--- config.mk ---
export PLATFORM = sky130hd
export DESIGN_NAME = mp_add_sequencer
export DESIGN_NICKNAME = d
export VERILOG_FILES = /design/src/rtl/mp_add_pkg.sv /design/src/rtl/CLA_32bit.sv /design/src/rtl/mp_add_sequencer.sv
export SDC_FILE = /design/constraint.sdc
export NUM_CORES = 1
export LEC_CHECK = 0
export ABC_AREA = 1
export CORE_MARGIN = 5
export CORE_UTILIZATION = 35
export CTS_BUF_LIST = sky130_fd_sc_hd__clkbuf_8 sky130_fd_sc_hd__clkbuf_16
export DETAILED_ROUTE_END_ITERATION = 7
export SLEW_MARGIN = 15
export SYNTH_ARGS = -nofsm -noshare
export SYNTH_HDL_FRONTEND = slang
export SYNTH_HIERARCHICAL = 1
export SYNTH_SLANG_ARGS = --single-unit
--- constraint.sdc ---
create_clock -name clk -period 3 [get_ports clk]
set_clock_uncertainty 0.1 [all_clocks]
set_input_delay 0.6 -clock clk [delete_from_list [all_inputs] [get_ports clk]]
set_output_delay 0.6 -clock clk [all_outputs]
set_load 0.05 [all_outputs]
--- src/rtl/mp_add_pkg.sv ---
// Shared types and constants for the multi-precision add/subtract sequencer.
package mp_add_pkg;

  // Datapath word width; fixed by the 32-bit carry-lookahead word adder.
  localparam int WORD_W = 32;

  // Default width of the word-count field (operations of 1..15 words).
  localparam int CNT_W_DEF = 4;

  // Sequencer control states.
  typedef enum logic [1:0] {
    IDLE  = 2'd0,
    RUN   = 2'd1,
    DRAIN = 2'd2
  } state_t;

endpackage : mp_add_pkg

--- src/rtl/CLA_32bit.sv ---
// 32-bit carry-lookahead adder: eight 4-bit lookahead groups, with each
// group's carry-out formed from its group generate/propagate terms.
module CLA_32bit (
  input  logic [31:0] a,
  input  logic [31:0] b,
  input  logic        cin,
  output logic [31:0] sum,
  output logic        cout
);

  logic [31:0] g;
  logic [31:0] p;
  logic [32:0] c;
  logic [7:0]  grp_g;
  logic [7:0]  grp_p;

  // Bit generate/propagate and per-group lookahead terms.
  always_comb begin
    g = a & b;
    p = a ^ b;
    for (int k = 0; k < 8; k++) begin
      grp_g[k] = g[4*k+3]
               | (p[4*k+3] & g[4*k+2])
               | (p[4*k+3] & p[4*k+2] & g[4*k+1])
               | (p[4*k+3] & p[4*k+2] & p[4*k+1] & g[4*k]);
      grp_p[k] = &p[4*k +: 4];
    end
  end

  // Carries inside each group, and group carry-out from the group terms.
  always_comb begin
    // NOTE: every variable written here gets a value on every path (c is
    // defaulted first), so no latch can be inferred.
    c    = '0;
    c[0] = cin;
    for (int k = 0; k < 8; k++) begin
      c[4*k+1] = g[4*k] | (p[4*k] & c[4*k]);
      c[4*k+2] = g[4*k+1] | (p[4*k+1] & g[4*k]) | (p[4*k+1] & p[4*k] & c[4*k]);
      c[4*k+3] = g[4*k+2] | (p[4*k+2] & g[4*k+1])
               | (p[4*k+2] & p[4*k+1] & g[4*k])
               | (p[4*k+2] & p[4*k+1] & p[4*k] & c[4*k]);
      c[4*k+4] = grp_g[k] | (grp_p[k] & c[4*k]);
    end
    sum  = p ^ c[31:0];
    cout = c[32];
  end

endmodule : CLA_32bit

--- src/rtl/mp_add_sequencer.sv ---
// Multi-precision add/subtract sequencer: runs one 32-bit CLA over an
// operand of num_words words, LS word first, carrying between beats.
module mp_add_sequencer
  import mp_add_pkg::*;
#(
  parameter int CNT_W = CNT_W_DEF
) (
  input  logic              clk,
  input  logic              rst_n,
  input  logic              start,
  input  logic              op_sub,
  input  logic [CNT_W-1:0]  num_words,
  output logic              busy,
  input  logic              in_valid,
  output logic              in_ready,
  input  logic [WORD_W-1:0] a_word,
  input  logic [WORD_W-1:0] b_word,
  output logic              out_valid,
  input  logic              out_ready,
  output logic [WORD_W-1:0] sum_word,
  output logic              out_last,
  output logic              done,
  output logic              carry_out,
  output logic              overflow
);

  localparam logic [CNT_W-1:0] CNT_ONE = CNT_W'(1);

  state_t            state;
  state_t            state_nxt;
  logic              sub_q;
  logic [CNT_W-1:0]  num_q;
  logic [CNT_W-1:0]  cnt;
  logic              carry_q;
  logic [WORD_W-1:0] b_eff;
  logic [WORD_W-1:0] s;
  logic              s_cout;
  logic              start_ok;
  logic              in_hs;
  logic              out_hs;
  logic              last_in;

  // Subtract is A + ~B + 1: B is inverted here and the +1 enters as the
  // initial carry loaded at start.
  assign b_eff    = b_word ^ {WORD_W{sub_q}};
  assign start_ok = (state == IDLE) && start && (num_words != '0);
  assign in_hs    = in_valid && in_ready;
  assign out_hs   = out_valid && out_ready;
  assign last_in  = (cnt == (num_q - CNT_ONE));

  CLA_32bit u_cla (
    .a    (a_word),
    .b    (b_eff),
    .cin  (carry_q),
    .sum  (s),
    .cout (s_cout)
  );

  // State register.
  always_ff @(posedge clk or negedge rst_n) begin
    // NOTE: sequential state uses non-blocking assignments so every register
    // samples pre-edge values regardless of block ordering.
    if (!rst_n) state <= IDLE;
    else        state <= state_nxt;
  end

  // Next-state logic.
  always_comb begin
    state_nxt = state;
    case (state)
      IDLE:    if (start_ok) state_nxt = RUN;
      RUN:     if (in_hs && last_in) state_nxt = DRAIN;
      DRAIN:   if (out_hs && out_last) state_nxt = IDLE;
      default: state_nxt = IDLE;
    endcase
  end

  // FSM outputs: accept a pair whenever the single output slot is free or
  // being emptied this cycle, so streaming runs without bubbles.
  always_comb begin
    busy     = (state != IDLE);
    in_ready = (state == RUN) && (!out_valid || out_ready);
  end

  // Operation context, word counter, carry chain, output slot and final flags.
  always_ff @(posedge clk or negedge rst_n) begin
    if (!rst_n) begin
      sub_q     <= 1'b0;
      num_q     <= '0;
      cnt       <= '0;
      carry_q   <= 1'b0;
      sum_word  <= '0;
      out_valid <= 1'b0;
      out_last  <= 1'b0;
      done      <= 1'b0;
      carry_out <= 1'b0;
      overflow  <= 1'b0;
    end else begin
      done <= (state == DRAIN) && out_hs && out_last;
      if (start_ok) begin
        sub_q     <= op_sub;
        num_q     <= num_words;
        cnt       <= '0;
        carry_q   <= op_sub;
        carry_out <= 1'b0;
        overflow  <= 1'b0;
      end
      if (in_hs) begin
        sum_word  <= s;
        out_valid <= 1'b1;
        out_last  <= last_in;
        carry_q   <= s_cout;
        cnt       <= cnt + CNT_ONE;
        if (last_in) begin
          carry_out <= s_cout;
          overflow  <= (a_word[WORD_W-1] == b_eff[WORD_W-1]) &&
                       (s[WORD_W-1] != a_word[WORD_W-1]);
        end
      end else if (out_hs) begin
        out_valid <= 1'b0;
        out_last  <= 1'b0;
      end
    end
  end

endmodule : mp_add_sequencer

==> flow_summary.ini <==
[floorplanning]
die_w_um = 115
pin_count = 113
start_util_pct = 35.6
die-area_sq_um = 13200
core_area_sq_um = 10800
rows = 38
fp.dieH_um = 115

[clocking]
cts.path.max_buffers = 2
cts_root_buf = clkbuf_8
clk_pin_slew_ns = 0.10
cts_max_level = 2
insertion_delay_ns = 0.31
cts_sinks = 49
cts_tree = done
numCtsBuffers = 5
hold_buffers = 0

[power_and_ir_drop]
p_per_area_nw_per_um2 = 1120
vdd_drop_max_mv = 0.555
leakage_nw = 2.95

[route]
drc = 0
final_antenna_net_count = 0
vias = 3513
wl_um = 9370
via_per_inst = 4.49
drt_iter0_markers = 131
wl_per_cell_um = 12.0
drtPass1Iterations = 4

[sta]
rsz0062_at_grt = true
layout_setup_ws_ns = 0.00433
slew_headroom_pct = 63.3
hold_violations = 0
fin_hold_ws_ns = 0.128
period_minus_slack_ns = 3.00
max_freq_ghz = 0.334
tightest_slew_ns = 0.549
slew_viol_final = 0
fin_crit_sh_pct = 99.9
setup_viol = 0

[synthesis]
synth_edf_count = 0
synthFlopType = dfrtp_1
synth-simple-area-share_pct = 27.8
synthMuxAreaShare_pct = 0
synth_top_family_by_area = simple AND/OR/NAND/NOR gates
synth-xor-area-share_pct = 12.3
synth.most_common_cell = nand2_1
synth_commonest_cells = nand2_1, dfrtp_1, xor2_1
ys_warn_count = 6
yosysTopAreaCellShare_pct = 31.9
syn_nets = 595
yosysUniqueCellTypes = 32
netlist_instances = 479
synthArstFlopShare_pct = 100
synth_area_leaders = dfrtp_1, nand2_1, ha_1
synth-seq-area-share_pct = 31.9
synth-seq-cells = 49
synth_area_sq_um = 3840
synthAdderAreaFrac_pct = 15.2
syn_area_per_cell_sq_um = 8.02
synth_compound_area_share_pct = 5.66
synth_top_cell_by_area = dfrtp_1

[placed_design]
dp_hpwl_um = 7530
dp_slack_ns = -0.413
gp_congestion = 0.805
io_buffers = 112

[critical_path]
crit_type = reg -> reg
critPathCaptureType = flop
crit_fanout = 14
cp_data_arrival_time_ns = 3.15
start_kind = flop
cp.required_ns = 3.15

[cells_and_area]
antenna_cells = 0
fill_cells = 1017
seqCellArea_sq_um = 1230
synthToLayoutAreaGrowth_pct = 47.5
nets = 757
multi_input_area_sq_um = 2410
final_layout_size_suffix_gt1_share_pct = 17.9
fin_util_pct = 52.5

[global_routing]
first_global_vias = 3619
grt_first_pass_wirelength_um = 15900
antenna_found_initial = 0
grt_max_degree = 25
grt-ovfl-total = 0
grt_use_total_pct = 14.7

[job]
maxCapViolations = 0

[status]
status = complete, no violations

[min_path]
hold_class = in -> async
## layout make-up
class,instances,area share [%]
multi-input combinational,374,42.6
clock inverter,3,0.684
inverter,44,2.94
tap,140,3.09
clock buffer,5,1.21
sequential,49,21.7
timing repair buffer,167,27.8
## worst max-delay path: stages, from the launching register on
cell      delay (ns)
dfrtp_2         0.43
buf_12          0.16
buf_4           0.14
xor2_1          0.15
ha_1            0.34
nand2_2         0.09
nor2_2          0.05
a211oi_4        0.25
nand2_4         0.09
nand2_4         0.07
nand2_4         0.05
nand2_4         0.05
nand2_4         0.05
nand2_4         0.07
nand2_4         0.06
nand2_4         0.07
nand2_4         0.06
fa_2            0.54
nand2_2         0.06
nand2_1         0.06
## flip-flops by register name, indices dropped and copies added, names as in the netlist
register,count
num_q,4
sum_word,32
carry_out,1
sub_q,1
done,1
cnt,4
state,2
out_valid,1
out_last,1
overflow,1
carry_q,1
## timing repair
| item | 4_1_cts | 5_1_grt |
|---|---|---|
| setup endpoints to repair | 3 | 11 |
| pin swaps | 23 | 20 |
| resized for setup | 13 | 19 |
| setup buffers | 7 | 5 |
## worst paths after layout
path / start / slack, ns / cells after the start / end
max in group asynchronous: rst_n / 2.05 / 2 / sum_word[28]$_DFFE_PN0P_
max reg2reg: sub_q$_DFFE_PN0P_ / 0.004 / 19 / sum_word[28]$_DFFE_PN0P_
max: sub_q$_DFFE_PN0P_ / 0.004 / 19 / sum_word[28]$_DFFE_PN0P_
min reg2reg: state[0]$_DFFE_PN0P_ / 0.37 / 1 / done$_DFF_PN0_
min in group clk: state[0]$_DFFE_PN0P_ / 0.37 / 1 / done$_DFF_PN0_
min: rst_n / 0.13 / 1 / sum_word[1]$_DFFE_PN0P_
## kinds of logic after synthesis
| family | after synthesis |
|---|---|
| flip-flops | 49 |
| AND/OR/NAND/NOR | 243 |
| adder cells (fa/ha/maj) | 42 |
| buffers and inverters | 56 |
| AO/OA/AOI/OAI | 35 |
| XOR/XNOR | 54 |
## stage by stage
stage          power (mW)  TNS [ns]  instances  cell area, sq um
5_1_grt              6.93    -0.639        782              5670
3_3_place_gp         5.57     -3.47        762              5390
4_1_cts              6.27   -0.0619        777              5570
6_report             6.35         0        782              5670
3_5_place_dp         5.66     -3.87        762              5390
2_1_floorplan        4.24         0        479              3860
## layer usage
layer	vias to the layer above	global-route usage, %	part of all wire (%)
met5	-	0	0
met4	0	3.29	1.2
met3	9	2.79	3.9
met2	67	27.7	53
met1	1623	17.3	42
li1	1814	-	-
## layout by cell type (no fill, tap or decap), types with 5 or more instances in the layout
cell type          n
xor2_1            47
nor2_2             5
nand2_2           12
nand2_4           10
clkbuf_8           5
clkdlybuf4s50_1  102
fa_1               6
nand2_1          173
inv_1             39
nor2_1            13
ha_1              34
dlygate4sd2_1      6
buf_4             51
o21ai_0            5
nand3_1           17
dfrtp_1           48
a21oi_1           15
xnor2_1            7
## where the power goes
part / internal (mW) / total, mW / switching [mW]
clock: 0.244 / 0.472 / 0.227
combinational: 1.99 / 4.70 / 2.71
sequential: 0.967 / 1.18 / 0.210
Power figures use the tool's default switching activity.
